**config.mk**
```make
export PLATFORM = sky130hd
export DESIGN_NAME = pipe_skid_buf
export DESIGN_NICKNAME = d
export VERILOG_FILES = /design/src/rtl/pipe_skid_buf_pkg.sv /design/src/rtl/pipe_skid_buf_reg.sv /design/src/rtl/pipe_skid_buf.sv
export SDC_FILE = /design/constraint.sdc
export NUM_CORES = 1
export LEC_CHECK = 0
export ABC_AREA = 1
export CORE_UTILIZATION = 50
export CTS_CLUSTER_SIZE = 20
export DETAILED_ROUTE_END_ITERATION = 16
export PLACE_DENSITY_LB_ADDON = 0.12
export SLEW_MARGIN = 10
export SYNTH_ARGS = -nofsm -noshare
export SYNTH_HDL_FRONTEND = slang
export SYNTH_SLANG_ARGS = --single-unit
```
**constraint.sdc**
```tcl
create_clock -name clk -period 2.5 [get_ports clk]
set_input_delay 0.5 -clock clk [delete_from_list [all_inputs] [get_ports clk]]
set_output_delay 0.5 -clock clk [all_outputs]
set_load 0.005 [all_outputs]
```
**src/rtl/pipe_skid_buf_pkg.sv**
```systemverilog
// pipe_skid_buf_pkg: shared state encoding and default width for the skid buffer
package pipe_skid_buf_pkg;

    typedef enum logic [1:0] {
        EMPTY = 2'd0,
        BUSY  = 2'd1,
        FULL  = 2'd2
    } pipe_skid_state_t;

    localparam int PIPE_SKID_DW_DEFAULT = 32;

endpackage

```
**src/rtl/pipe_skid_buf_reg.sv**
```systemverilog
// skid_reg: DW-wide data register with clock enable and async active-high reset to 0
module skid_reg #(
    parameter int DW = 32
) (
    input  logic          clk,
    input  logic          rst,
    input  logic          en_i,
    input  logic [DW-1:0] d_i,
    output logic [DW-1:0] q_o
);

    always_ff @(posedge clk or posedge rst) begin
        if (rst)
            q_o <= '0;
        else if (en_i)
            q_o <= d_i;
    end

endmodule

```
**src/rtl/pipe_skid_buf.sv**
```systemverilog
// pipe_skid_buf: two-entry registered ready/valid skid buffer with flush
// Define PIPE_SKID_BUF_ASSERT_EN to compile in protocol and state assertions.
module pipe_skid_buf
    import pipe_skid_buf_pkg::*;
#(
    parameter int DW = PIPE_SKID_DW_DEFAULT
) (
    input  logic          clk,
    input  logic          rst,
    input  logic          flush_i,
    input  logic          s_valid_i,
    output logic          s_ready_o,
    input  logic [DW-1:0] s_data_i,
    output logic          m_valid_o,
    input  logic          m_ready_i,
    output logic [DW-1:0] m_data_o
);

    pipe_skid_state_t state_q, state_d;
    logic             m_valid_q, s_ready_q;
    logic             main_en, skid_en;
    logic [DW-1:0]    main_d, main_q, skid_q;
    logic             in_hs, out_hs;

    assign in_hs  = s_valid_i & s_ready_q;
    assign out_hs = m_valid_q & m_ready_i;
    assign main_d = (state_q == FULL) ? skid_q : s_data_i;

    always_comb begin
        state_d = state_q;
        main_en = 1'b0;
        skid_en = 1'b0;
        case (state_q)
            EMPTY: if (in_hs) begin
                state_d = BUSY;
                main_en = 1'b1;
            end
            BUSY: if (in_hs && out_hs) begin
                main_en = 1'b1;
            end else if (in_hs) begin
                state_d = FULL;
                skid_en = 1'b1;
            end else if (out_hs) begin
                state_d = EMPTY;
            end
            FULL: if (out_hs) begin
                state_d = BUSY;
                main_en = 1'b1;
            end
            default: state_d = EMPTY;
        endcase
        // flush wins over everything, including a same-cycle input handshake
        if (flush_i) begin
            state_d = EMPTY;
            main_en = 1'b0;
            skid_en = 1'b0;
        end
    end

    // handshake flags are registered copies of the next-state decode
    always_ff @(posedge clk or posedge rst) begin
        if (rst) begin
            state_q   <= EMPTY;
            m_valid_q <= 1'b0;
            s_ready_q <= 1'b1;
        end else begin
            state_q   <= state_d;
            m_valid_q <= (state_d != EMPTY);
            s_ready_q <= (state_d != FULL);
        end
    end

    skid_reg #(.DW(DW)) u_main (
        .clk  (clk),
        .rst  (rst),
        .en_i (main_en),
        .d_i  (main_d),
        .q_o  (main_q)
    );

    skid_reg #(.DW(DW)) u_skid (
        .clk  (clk),
        .rst  (rst),
        .en_i (skid_en),
        .d_i  (s_data_i),
        .q_o  (skid_q)
    );

    assign s_ready_o = s_ready_q;
    assign m_valid_o = m_valid_q;
    assign m_data_o  = main_q;

`ifdef PIPE_SKID_BUF_ASSERT_EN
    a_src_stable: assert property (@(posedge clk) disable iff (rst)
        (s_valid_i && !s_ready_o && !flush_i) |=> (s_valid_i && $stable(s_data_i)))
        else $error("source changed while stalled");

    a_no_x: assert property (@(posedge clk) disable iff (rst)
        !$isunknown(s_valid_i) && !$isunknown(m_ready_i))
        else $error("X on handshake input");

    a_no_empty_to_full: assert property (@(posedge clk) disable iff (rst)
        (state_q == EMPTY) |=> (state_q != FULL))
        else $error("EMPTY to FULL transition");
`endif

endmodule

```
=== Word-level counts from Yosys, hierarchy flattened ===
Index checks and enable logic that the tools add are counted.

* Word-level logic and storage cells: 29
* Input bits: 37
* Memory bits (read-only): 0
* Bits in writable memories: 0
* Memories kept: 0
* Latch bits: 0
* Output and inout port bits: 34
* Bits in registers: 68

* Div/mod/pow operators: 0
* Multiplexer cells: 16
* Multipliers: 0
* Add/subtract/negate cells: 0
* Order comparisons: 0
* Equal/unequal tests: 3
* Shift operators: 0
* Bitwise gates (word level): 2
* Reductions and logical operators: 3

{| class="wikitable"
|+ Operators by type and width
! cell !! count
|-
| 2-to-1 mux 32 bit || 1
|-
| 2-to-1 mux 2 bit || 6
|-
| 2-to-1 mux 1 bit || 7
|-
| case mux 2 bit (3 select lines) || 1
|-
| case mux 1 bit (3 select lines) || 1
|-
| AND 1 bit || 2
|-
| == test 2 x 1 -> 1 bit, second input constant || 1
|-
| == test 2 bit, second input constant || 1
|-
| zero test 2 bit || 1
|-
| inequality test 2 bit, second input constant || 1
|-
| nonzero test 2 bit || 1
|-
| logical AND 1 bit || 1
|}

=== Depth between registers and ports, before layout ===
* Depth in word-level cells: 7
* Mapped depth: 9
* Mapped depth without buffers: 7

=== Cells and area by module ===
A second synthesis with hierarchy kept.

* Cells, all modules: 409
* Area, all modules: 3286.9 µm²

{| class="wikitable"
|+ Modules (own cells, without submodules)
! module !! cells each !! area each (µm²) !! instances !! sequential area each (µm²)
|-
| skid_reg || 137 || 1296.2 || 2 || 800.8
|-
| pipe_skid_buf || 135 || 694.4 || 1 || 101.3
|}

=== Least setup slack after synthesis ===
Ideal clock, no wire load.

* Kind: input port to flip-flop
* Start point: in m_ready_i
* End point: reg u_main.q_o[0]
* Arrival time: 1246 ps
* Setup time: 66 ps
* Stages on the path: 5
* Path buffers: 1
* Required time: 2434 ps
* Path slack: 1188 ps
* Path through: nand2_1 -> a21oi_2 -> clkbuf_1 -> nand3_1 -> nand2_1

* Word-level cells in the longest chain between the ends: 5
* Elaborated cells between the ends (all ways): 6
* Classes of those cells: mux: 4; bitwise: 1; reduce/logical: 1

{| class="wikitable"
|+ RTL lines
! item !! line !! RTL
|-
| start: declaration || pipe_skid_buf.sv:15 || <nowiki>input logic m_ready_i,</nowiki>
|-
| AND 1 bit (*) || pipe_skid_buf.sv:26 || <nowiki>assign out_hs = m_valid_q & m_ready_i;</nowiki>
|-
| logical AND 1 bit || pipe_skid_buf.sv:38 || <nowiki>BUSY: if (in_hs && out_hs) begin</nowiki>
|-
| 2-to-1 mux 1 bit || pipe_skid_buf.sv:38 ||
|-
| case mux 1 bit (3 select lines) (*) || pipe_skid_buf.sv:33 || <nowiki>case (state_q)</nowiki>
|-
| 2-to-1 mux 1 bit (*) || pipe_skid_buf.sv:53 || <nowiki>if (flush_i) begin</nowiki>
|-
| end signal: assignment || pipe_skid_buf_reg.sv:16 || <nowiki>q_o <= d_i;</nowiki>
|-
| end: declaration || pipe_skid_buf_reg.sv:9 || <nowiki>output logic [DW-1:0] q_o</nowiki>
|}

Every way passes the cells marked *; elsewhere a longest branch is shown, timed or not.
A chain may end at the register's enable or synchronous reset.

=== Worst setup path after layout ===
* Start point: reg s_ready_q (netlist: s_ready_o)
* End point: out s_ready_o

{| class="wikitable"
|+ RTL lines
! item !! line !! RTL
|-
| start: declaration || pipe_skid_buf.sv:20 || <nowiki>logic m_valid_q, s_ready_q;</nowiki>
|-
| start signal: assignment || pipe_skid_buf.sv:69 || <nowiki>s_ready_q <= (state_d != FULL);</nowiki>
|-
| end: declaration || pipe_skid_buf.sv:12 || <nowiki>output logic s_ready_o,</nowiki>
|}

No word-level cell between the ends.

==> run_results.csv <==
group,metric,value,unit
worst_setup_path,setup.worst_path.start_class,"register",
worst_setup_path,critical_path_peak_fanout,3,
routing,vias,2933,
sta,worst_clock_skew,0.01331,ns
worst_setup_path,rr_worst_depth,7,
run_status,outcome,"complete, no violations",
logic_synthesis,synth_top_area_share,51.80,%
sta,setup_total_negative_slack,0,ns
layout,post_route_cells_drive_above_1_share,6.904,%
clock_network,clock_tree_from_tritoncts,"done",
worst_setup_path,end_kind,"output port",
worst_setup_path,crit_family,"flip-flops",
clock_network,worst_skew_pair.late_latency,0.34,ns
routing,post_drt_wl_per_cell,13.95,um
routing,drcViolationCount,0,
worst_setup_path,critical_path_buf_inv_count,1,
hold_path,holdCritPathClass,"reg2reg",
clock_network,clkTransAtPathRegs,0.07,ns
placed_design,place_area,3933,um2
logic_synthesis,synth-seq-area-share,52.61,%
grt,grt_start_max_net_pins,43,
logic_synthesis,synth_area_leaders,"sky130_fd_sc_hd__dfrtp_1 52%, sky130_fd_sc_hd__nand2_1 23%, sky130_fd_sc_hd__nand3_1 15%",
clock_network,ctsLongestPathBuffers,2,
power,ir_worst_vdd,490.6,uV
floorplanning,core.rowCount,28,
routing,first_pass_iters,4,
floorplanning,die_w,82.46,um
logic_synthesis,number_of_warnings_reported_in_the_yosys_synthesis_log,0,
logic_synthesis,post_synth_num_cell_types,20,
power,p_leak,2.163,nW
logic_synthesis,postSynthNetCount,448,
sta,final_setup_violation_count,0,
floorplanning,initial_core_utilization,53.10,%
worst_setup_path,critical_path_arrival,1.39,ns
placed_design,finalWeightedCongestion,0.7776,
layout,area_delta_synth_final,27.60,%
worst_setup_path,crit_path_cell_trace,"clkdlybuf4s50_1",
grt,grt_first_pass_wirelength,13170,um
worst_setup_path,slowest_stage,"sky130_fd_sc_hd__dfstp_2",
grt,via_count_of_the_first_global_routing_pass,2831,
grt,track_usage,26.08,%
sta,finalMaxSlewViolations,0,
floorplanning,area_of_the_die,6800,um2
placed_design,hpwlAfterDp,4856,um
logic_synthesis,synth_seq_cells,68,
run,timing.max_cap.violations,0,
clock_network,cts-buffers-inserted,9,
grt,grt_ovf,0,
layout,finish.net_count,510,
sta,finalCriticalPeriod,1.889,ns
logic_synthesis,synthesis.area,3237,um2
power,cellPowerDensity,1021,nW/um2
worst_setup_path,cpPeakStageDelay,0.55,ns
layout,final_design_area_no_fill,4130,um2
placed_design,place.detailed.instances,537,
sta,max-slew-margin-rel,57.99,%
routing,final_antenna_net_count,0,
routing,vias_per_cell,5.304,
floorplanning,die_height,82.46,um
routing,drtIter0Drc,245,
sta,final_hold_viol_count,0,
sta,max_freq,529.5,MHz
clock_network,cts.repair.resized,0,
clock_network,h_tree_level_count,3,
worst_setup_path,crit_type,"reg2out",
logic_synthesis,avgSynthCellArea,7.876,um2
clock_network,cts.sink_count,68,
clock_network,cts_hold_repair.buffers,0,
sta,rsz_0062_raised_after_global_routing,"no",
grt,initial_antenna_violation_count,0,
logic_synthesis,netlist_instances,411,
layout,fin_cells,553,
worst_setup_path,cp.depth,1,
floorplanning,ios,71,
hold_path,worst_hold_path.num_cells,2,
floorplanning,design.core.area,6096,um2
logic_synthesis,synth_area_leader_cell,"sky130_fd_sc_hd__dfrtp_1",
sta,tightest_slew,0.6279,ns
sta,layout_worst_path_cycle_share,75.54,%
worst_setup_path,required,2.00,ns
placed_design,io_buffer_count,70,
clock_network,clk_root_buffer_cell,"sky130_fd_sc_hd__clkbuf_8",
routing,drt-total-wl,7717,um
layout,antenna-diode-count,0,
clock_network,cts_setup_buffers,0,
==> cell families (layout without fill, tap and decap cells) <==
kind of cell    Yosys count  count (layout)  synth area share (%)
compound gates            6               6                 1.044
buf+inv                  34             101                 6.455
flops                    68              68                 52.61
simple gates            303             303                 39.89
==> power breakdown <==
part | internal, mW | switching (mW) | total (mW)
clock | 0.516 | 0.399 | 0.915
sequential | 1.60 | 0.278 | 1.88
combinational | 0.725 | 0.693 | 1.42
total | 2.85 | 1.37 | 4.22
==> layout by cell type (no fill, tap or decap) <==
cell type / instances
sky130_fd_sc_hd__a21oi_1: 2
sky130_fd_sc_hd__a21oi_4: 1
sky130_fd_sc_hd__buf_12: 1
sky130_fd_sc_hd__buf_4: 8
sky130_fd_sc_hd__bufinv_16: 1
sky130_fd_sc_hd__clkbuf_1: 3
sky130_fd_sc_hd__clkbuf_8: 11
sky130_fd_sc_hd__clkdlybuf4s50_1: 70
sky130_fd_sc_hd__clkinv_2: 1
sky130_fd_sc_hd__dfrtp_1: 67
sky130_fd_sc_hd__dfstp_2: 1
sky130_fd_sc_hd__inv_1: 3
sky130_fd_sc_hd__inv_2: 3
sky130_fd_sc_hd__nand2_1: 197
sky130_fd_sc_hd__nand2_2: 2
sky130_fd_sc_hd__nand2_4: 1
sky130_fd_sc_hd__nand3_1: 96
sky130_fd_sc_hd__nand3_2: 1
sky130_fd_sc_hd__nor2_1: 4
sky130_fd_sc_hd__nor2_4: 2
sky130_fd_sc_hd__o21ai_0: 2
sky130_fd_sc_hd__o21ai_1: 1
==> cells in the mapped netlist (all sizes together) <==
cell / n
dfstp: 1
a21oi: 3
buf: 25
nand2: 200
dfrtp: 67
o21ai: 3
nor2: 6
clkbuf: 3
inv: 6
nand3: 97
==> metal layers <==
layer	vias to the layer above	global-route usage, %	part of all wire, %
li1	1435	-	-
met1	1375	35.36	45
met2	118	41.65	46
met3	5	4.066	7.6
met4	0	10.88	0.78
met5	-	0	0
==> through the flow <==
| stage | util, % | total power [mW] | worst slack (ns) | hold WS (ns) |
|---|---|---|---|---|
| 3_5_place_dp | 64.51 | 3.326 | 0.3995 | 0.4581 |
| 2_1_floorplan | - | 2.602 | 0.2901 | 0.4425 |
| 3_3_place_gp | 64.51 | 3.275 | 0.4599 | 0.4532 |
| 4_1_cts | 67.75 | 4.241 | 0.5978 | 0.4753 |
| 5_1_grt | 67.75 | 4.553 | 0.5741 | 0.4954 |
| 6_report | 67.75 | 4.215 | 0.6114 | 0.4703 |
==> state kept, by name, summed over array words and instances (netlist names) <==
register,count
m_valid_o,1
s_ready_o,1
state_q,2
u_main.q_o,32
u_skid.q_o,32
==> worst reg2reg max path, cell delays in order, from the launching register on <==
cell and delay (ns):
sky130_fd_sc_hd__dfrtp_1 0.46, sky130_fd_sc_hd__inv_2 0.10, sky130_fd_sc_hd__nand2_1 0.33, sky130_fd_sc_hd__buf_4 0.34, sky130_fd_sc_hd__nand2_1 0.08, sky130_fd_sc_hd__nand2_1 0.08
sky130_fd_sc_hd__nand3_1 0.09, sky130_fd_sc_hd__nand2_1 0.10
==> path summary, 6_finish.rpt <==
kind                                    start        endpoint  slack (ns)
min in group asynchronous                 rst   u_skid.q_o[3]        0.56
worst max register to register     state_q[0]  u_main.q_o[17]        0.86
worst min-delay path            u_main.q_o[2]   u_main.q_o[2]        0.47
worst max-delay path                s_ready_o       s_ready_o        0.61
max in group asynchronous                 rst  u_main.q_o[11]        1.30
worst min register to register  u_main.q_o[2]   u_main.q_o[2]        0.47
==> area by class of cell <==
type / count / area, um2
multi-input combinational: 309 / 1333
inverter: 6 / 22.52
fill: 530 / 1966
sequential: 68 / 1703
timing repair buffer: 79 / 780.7
clock buffer: 14 / 162.7
tap: 75 / 93.84
clock inverter: 2 / 35.03
Power figures use the tool's default switching activity.
